File: config.mk
export PLATFORM = sky130hd
export DESIGN_NAME = hazard_sequencer
export DESIGN_NICKNAME = d
export VERILOG_FILES = /design/src/rtl/hazard_sequencer.sv
export SDC_FILE = /design/constraint.sdc
export NUM_CORES = 1
export LEC_CHECK = 0
export ABC_AREA = 1
export CAP_MARGIN = 20
export CORE_ASPECT_RATIO = 0.75
export CORE_MARGIN = 2
export CORE_UTILIZATION = 49
export CTS_CLUSTER_DIAMETER = 30
export DETAILED_ROUTE_END_ITERATION = 7
export GPL_ROUTABILITY_DRIVEN = 0
export GPL_TIMING_DRIVEN = 0
export HOLD_SLACK_MARGIN = 0.06
export PLACE_DENSITY = 0.83
export SETUP_SLACK_MARGIN = 0.4
export SLEW_MARGIN = 20
export SYNTH_ARGS = -nofsm -noshare
export SYNTH_HDL_FRONTEND = slang
export SYNTH_SLANG_ARGS = --single-unit
File: constraint.sdc
create_clock -name clk -period 2.45 [get_ports clk]
set_input_delay 0.6125 -clock clk [delete_from_list [all_inputs] [get_ports clk]]
set_output_delay 0.6125 -clock clk [all_outputs]
set_load 0.01 [all_outputs]
File: src/rtl/hazard_sequencer.sv
// Hazard, stall and forwarding controller for the five-stage pipeline.
// Owns the multi-cycle multiply hold FSM and a saturating stall-cycle counter.

module hazard_fwd_match (
   input  logic [4:0] src,
   input  logic [4:0] dst,
   input  logic       wen,
   output logic       hit
);
   // r0 is hardwired zero, so a write targeting it never forwards
   assign hit = wen && (src != 5'd0) && (src == dst);
endmodule

module hazard_sequencer #(
   parameter int MUL_CYCLES = 4,
   parameter int CNT_W      = 32
) (
   input  logic             clk,
   input  logic             reset,
   input  logic [4:0]       RsD,
   input  logic [4:0]       RtD,
   input  logic [4:0]       RsE,
   input  logic [4:0]       RtE,
   input  logic [4:0]       WriteRegE,
   input  logic [4:0]       WriteRegM,
   input  logic [4:0]       WriteRegW,
   input  logic             RegWriteE,
   input  logic             RegWriteM,
   input  logic             RegWriteW,
   input  logic             MemtoRegE,
   input  logic             MemtoRegM,
   input  logic             BranchD,
   input  logic             MulStartE,
   input  logic             MemAccessM,
   input  logic             MemReadyM,
   output logic             StallF,
   output logic             StallD,
   output logic             StallE,
   output logic             StallM,
   output logic             FlushE,
   output logic             FlushW,
   output logic [1:0]       ForwardAE,
   output logic [1:0]       ForwardBE,
   output logic             ForwardAD,
   output logic             ForwardBD,
   output logic             MulDoneE,
   output logic [CNT_W-1:0] StallCount
);

   localparam int CW = (MUL_CYCLES > 3) ? $clog2(MUL_CYCLES - 2) : 1;

   typedef enum logic [1:0] {IDLE, BUSY, DONE} mul_state_t;

   mul_state_t      state;
   logic [CW-1:0]   cnt;
   logic            mul_done;

   // Operand index 0 = Rs, 1 = Rt
   logic [1:0][4:0] src_e, src_d;
   logic [1:0]      hit_em, hit_ew, hit_dm;
   logic [1:0][1:0] fwd_e;

   assign src_e = {RtE, RsE};
   assign src_d = {RtD, RsD};

   genvar i;
   generate
      for (i = 0; i < 2; i++) begin : g_fwd
         hazard_fwd_match u_em (.src(src_e[i]), .dst(WriteRegM), .wen(RegWriteM), .hit(hit_em[i]));
         hazard_fwd_match u_ew (.src(src_e[i]), .dst(WriteRegW), .wen(RegWriteW), .hit(hit_ew[i]));
         hazard_fwd_match u_dm (.src(src_d[i]), .dst(WriteRegM), .wen(RegWriteM), .hit(hit_dm[i]));
         // Memory stage is younger than writeback, so it wins
         assign fwd_e[i] = hit_em[i] ? 2'b10 : (hit_ew[i] ? 2'b01 : 2'b00);
      end
   endgenerate

   assign ForwardAE = fwd_e[0];
   assign ForwardBE = fwd_e[1];
   assign ForwardAD = hit_dm[0];
   assign ForwardBD = hit_dm[1];

   logic lwstall, brstall, mem_stall, mul_stall, stall_any, stall_e;

   assign lwstall   = MemtoRegE && ((RsD == RtE) || (RtD == RtE));
   assign brstall   = BranchD &&
                      ((RegWriteE && ((WriteRegE == RsD) || (WriteRegE == RtD))) ||
                       (MemtoRegM && ((WriteRegM == RsD) || (WriteRegM == RtD))));
   assign mem_stall = MemAccessM && !MemReadyM;
   assign mul_stall = (state == BUSY) || ((state == IDLE) && MulStartE);

   assign stall_any = lwstall | brstall | mul_stall | mem_stall;
   assign stall_e   = mul_stall | mem_stall;

   // Reset holds no register but bubbles Execute and Writeback
   assign StallF = stall_any & ~reset;
   assign StallD = stall_any & ~reset;
   assign StallE = stall_e & ~reset;
   assign StallM = mem_stall & ~reset;
   assign FlushW = mem_stall | reset;
   assign FlushE = ((lwstall | brstall) & ~stall_e) | reset;
   assign MulDoneE = mul_done;

   always_ff @(posedge clk) begin
      if (reset) begin
         state    <= IDLE;
         cnt      <= '0;
         mul_done <= 1'b0;
      end else begin
         case (state)
            IDLE: begin
               mul_done <= 1'b0;
               if (MulStartE) begin
                  cnt   <= CW'(MUL_CYCLES - 3);
                  state <= BUSY;
               end
            end
            BUSY: begin
               if (cnt == '0) begin
                  state    <= DONE;
                  mul_done <= 1'b1;
               end else begin
                  cnt      <= cnt - 1'b1;
                  mul_done <= 1'b0;
               end
            end
            DONE: begin
               // Result stays valid while Execute is frozen behind memory
               if (mem_stall) begin
                  mul_done <= 1'b1;
               end else begin
                  state    <= IDLE;
                  mul_done <= 1'b0;
               end
            end
            default: begin
               state    <= IDLE;
               mul_done <= 1'b0;
            end
         endcase
      end
   end

   always_ff @(posedge clk) begin
      if (reset)
         StallCount <= '0;
      else if (StallF && !(&StallCount))
         StallCount <= StallCount + 1'b1;
   end

endmodule

Word-level counts from Yosys, hierarchy flattened

Cells that the tools add are included.

Equal/unequal tests: 17
Multiplexer cells: 14
Bitwise gates (word level): 12
Add/subtract/negate cells: 2
Reduce and logical (&&, ||, !) cells: 35

Operators by type and width:

| operator                | number |
|---|---|
| $eq A5 B5 Y1            | 12 |
| $add A32 B1 Y32 const B | 1 |
| $reduce_and A32 Y1      | 1 |
| $reduce_bool A5 Y1      | 4 |
| $logic_and A1 B1 Y1     | 19 |
| $mux W2                 | 5 |
| $mux W1                 | 6 |
| $ne A2 B2 Y1 const B    | 3 |
| $or A1 B1 Y1            | 6 |
| $pmux W2 S3             | 1 |
| $logic_or A1 B1 Y1      | 5 |
| $and A1 B1 Y1           | 4 |
| $pmux W1 S2             | 2 |
| $reduce_and A3 Y1       | 1 |
| $eq A2 B1 Y1 const B    | 1 |
| $eq A2 B2 Y1 const B    | 1 |
| $logic_not A1 Y1        | 2 |
| $logic_not A2 Y1        | 1 |
| $not A1 Y1              | 2 |
| $reduce_and A2 Y1       | 1 |
| $reduce_bool A2 Y1      | 1 |
| $sub A1 B1 Y1 const B   | 1 |

Register bits after elaboration: 36
Output and inout bits: 45
Logic and storage cells: 84
Input port bits: 46

Longest topological paths before layout

Gate-level depths: netlist of run 1.

Word-level depth: 10
Gate-level depth with buffers: 15
Depth with buffers taken out: 14

Modules after synthesis

A second synthesis of run 1 with hierarchy kept.

Cell total of the unflattened synthesis: 639
Area, all modules: 3502.1 µm²

By module, submodules not included:

| module           | instances | cells each | area each (µm²) | sequential area each (µm²) |
|---|---|---|---|---|
| hazard_sequencer | 1         | 465        | 2803.9          | 720.7 |
| hazard_fwd_match | 6         | 29         | 116.4           | 0.0 |

Least setup slack after synthesis of run 1

Ideal clock, no wire load.

Path type: input -> output
Start point: input RtE[4]
End point: output StallF
Path buffers: 2
Path slack: 112 ps
Required time: 1837 ps
Stages on the path: 8
Data arrival time: 1725 ps
Path through: clkbuf_2 xor2_1 a21oi_1 nand3_1 nand2_1 nand2_1 a31oi_1 buf_4

Longest elaborated chain between the ends: 7
Elaborated cells between the ends (all ways): 8
Classes of those cells: 2 x eq/ne; 4 x bitwise; 2 x reduce/logical

Ends and longest elaborated chain:

| what                           | line | RTL |
|---|---|---|
| start, declared                | 23   | `input logic [4:0] RtE,` |
| $eq A5 B5 Y1                   | 84   | `assign lwstall = MemtoRegE && ((RsD == RtE) \|\| (RtD == RtE));` |
| $logic_or A1 B1 Y1 (*)         | 84   |  |
| $logic_and A1 B1 Y1 (*)        | 84   |  |
| $or A1 B1 Y1 (*) (3 in series) | 91   | `assign stall_any = lwstall \| brstall \| mul_stall \| mem_stall;` |
| $and A1 B1 Y1 (*)              | -    |  |
| end, declared                  | 36   | `output logic StallF,` |

Every way passes the cells marked *; elsewhere a longest branch is shown, timed or not.

Final worst setup path of run 1

Start point: input RsD[2]
End point: output StallF

Longest elaborated chain between the ends: 9
Elaborated cells between the ends (all ways): 15
Classes of those cells: 3 x eq/ne; 4 x bitwise; 8 x reduce/logical

Ends and longest elaborated chain:

| what                                          | line   | RTL |
|---|---|---|
| start, declared                               | 20     | `input logic [4:0] RsD,` |
| $eq A5 B5 Y1, on equally long branches        | 86, 87 |  |
| $logic_or A1 B1 Y1, on equally long branches  | 86, 87 |  |
| $logic_and A1 B1 Y1, on equally long branches | 86, 87 |  |
| $logic_or A1 B1 Y1                            | 86     | `((RegWriteE && ((WriteRegE == RsD) \|\| (WriteRegE == RtD))) \|\|` |
| $logic_and A1 B1 Y1                           | 85     | `assign brstall = BranchD &&` |
| $or A1 B1 Y1 (*) (3 in series)                | 91     |  |
| $and A1 B1 Y1 (*)                             | 95     | `assign StallF = stall_any & ~reset;` |

Marks and branches as above.

==> results of run 1 <==
cell families after synthesis:
kind of cell,Yosys count,synth area share
buffers and inverters,83,0.117
flip-flops,36,0.222
AO/OA/AOI/OAI,58,0.123
XOR/XNOR,42,0.113
AND/OR/NAND/NOR,296,0.410
adder cells (fa/ha/maj),4,0.0154
power by group through the flow:
stage | logic (mW) | registers, mW | clock network [mW]
after CTS | 0.908 | 0.647 | 0.387
after global placement | 0.723 | 0.656 | 0
after detailed placement | 0.751 | 0.657 | 0
after floorplan | 0.472 | 0.657 | 0
after global routing | 1.23 | 0.665 | 0.423
final | 1.16 | 0.661 | 0.400
worst max path at each step:
stage                             from            to  slack (ns)  depth (start not counted)
final                           RsD[2]        StallF       -0.09                         13
after floorplan           WriteRegM[4]        StallF        0.28                         12
after global placement    WriteRegM[2]        StallF       -0.97                         13
after CTS                 WriteRegM[2]  ForwardBE[1]        0.05                          8
after detailed placement  WriteRegM[2]        StallF       -1.02                         13
after global routing            RsD[2]        StallF       -0.15                         13
cells in the final DEF, fill, tap and decap left out, drive strengths merged, types with 3 or more instances in the layout:
cell type and instances:
a21oi 36, a221oi 3, buf 82, clkbuf 18, clkdlybuf4s50 37, dfxtp 36, dlygate4sd2 3, ha 4
inv 59, nand2 153, nand3 21, nand4 35, nor2 64, nor3 16, nor4 3, o22ai 6
xnor2 17, xor2 25
state kept, by name (all words and copies together), names as in the netlist:
| name | cells |
|---|---|
| StallCount | 32 |
| state | 2 |
| MulDoneE | 1 |
| cnt | 1 |
area by class of cell:
type,count,area (um^2)
Inverter,60,265
Sequential cell,36,748
Multi-Input combinational cell,400,2480
Tap cell,81,101
Clock buffer,5,68.8
Buffer,23,240
Timing Repair Buffer,116,1090
Fill cell,408,1350
routing by layer:
layer	vias to the layer above	wire length, um	GRT usage
li1	1941	-	-
met1	2011	5220	0.456
met2	347	6130	0.527
met3	78	1580	0.0874
met4	0	580	0.0787
met5	-	0	0
timing repair:
item                       in CTS  in global routing
setup endpoints to repair      44                 45
buffers inserted               23                  6
pin swaps                      27                 38
gates resized for setup       251                137
worst max-delay path, stage by stage:
cell     delay, ns
buf_8         0.09
inv_1         0.06
nand2_1       0.08
nand2_1       0.09
nor2_2        0.16
nand3_1       0.13
nand2_1       0.11
nand2_1       0.06
nand2_1       0.07
nand2_2       0.10
a31oi_4       0.18
buf_6         0.11
buf_6         0.09
==> results.toml, run 1 <==
[global_route]
gr-usage-all-layers = 0.332
grt_max_degree = 11
grt_pass1_wl_um = 19200
grt-ovfl-total = 0
grt_pass1_vias = 3891
antenna_found_initial = 0

[sta]
final_hold_viol_count = 0
post-route-period-util = 1.04
finalSetupViolations = 4
worstMarginPinSlew_ns = 0.722
report.final.slew_viol_count = 0
min_period_ns = 2.54
worst_slack_ns = -0.0949
setup_tns_ns = -0.165
clock_skew_ns = 0.0121
rsz0062_at_grt = "yes"
timing.fmax_ghz = 0.393
slew_headroom = 0.519
whs_ns = 0.487

[synth]
syn_avg_cell_area_um2 = 6.27
synth_cell_types = 39
yosys_most_used_dff = "dfxtp_1"
netlist_area_mm2 = 0.00325
synth.area.top_cells = "dfxtp_1 (22%), nand2_1 (16%), nor2_1 (7.0%)"
synth_seq_cells = 36
synth_edf_count = 0
yosys_warnings = 0
post-synth-top-area-cell = "dfxtp_1"
ys_async_sr_fraction = 0
syn_nets = 569
synth.most_common_cell = "nand2_1"
synth_sequential_area_ratio = 0.222
yosys-top-cells-count = "nand2_1 (140), nor2_1 (61), inv_1 (56)"
syn_inst = 519
yosys.area.top_type_share = 0.222

[setup_path]
crit_arrival_ns = 1.93
end_kind = "output port"
reg2reg_slack_ns = 0.40
r2r-end = "cnt"
crit_fanout = 5
worstRegToRegCells = 14
cp.required_ns = 1.84
path_class = "input pin to output port"
start_kind = "input pin"
worstReg2RegStart = "state[1]"

[pwr]
p_leak_nw = 2.07
p_comb_frac = 0.523
vdd_drop_max_mv = 0.282
clkPwrFrac = 0.180
intPower_mw = 1.35
fin_total_pwr_mw = 2.22
p_seq_frac = 0.297
cellPowerDensity_mw_per_mm2 = 445
netSwitchingPower_uw = 868
swShare = 0.391

[floorplan]
placementRows = 25
pin_count = 91
dieWidth_um = 98.1
chipHeight_um = 74.6
die-area_mm2 = 0.00731
core-area_mm2 = 0.00635
initial_core_util = 0.512

[drt]
first_iter_violations = 595
drc_errors = 0
vias = 4377
routedWlPerCell_um = 18.7
drtAntennaViolNets = 0
viasPerCell = 6.07
drt_first_pass_iters = 6
drt-total-wl_um = 13500

[job]
maxCapViolations = 0

[final_layout]
syn_to_final_growth_pct = 53.7
instances_no_fill = 721
drive_gt1_frac = 0.355
final_area_mm2 = 0.00500
final_core_utilization = 0.787
final_nets = 692
antennaDiodeCount = 0

[cts]
holdBufCountCts = 0
clockBufferDepth = 2
root_buffer = "clkbuf_8"
cts_tree = "built"
cts_sinks = 36
cts-buffers-inserted = 5
h-tree-depth = 2
cts.reportedPaths.clkPinSlew_ns = 0.08
clkLatencyLatePin_ns = 0.30

[hold_path]
hp-class = "flop to flop"
min_from = "state[0]"
hold_end = "state[0]"
whs_path_depth = 2

[placement]
place_inst = 687
post-place-ws_ns = -1.02
hpwlAfterDp_um = 8590
numPortBuffers = 87
dpl-instance-area_mm2 = 0.00428

[run_status]
violations = "setup timing"
status = "complete, but fails checks"
Power figures use the tool's default switching activity.
==> run 2, diff against run 1 <==
Settings changed: SLEW_MARGIN 20 to default.
==> results of run 2 <==
Final layout, timing and power as in run 1 (identical DEF).
==> run 3, diff against run 2 <==
Settings changed: CTS_CLUSTER_SIZE from default to 25.
==> results of run 3 <==
Final layout, timing and power as in run 1 (identical DEF).
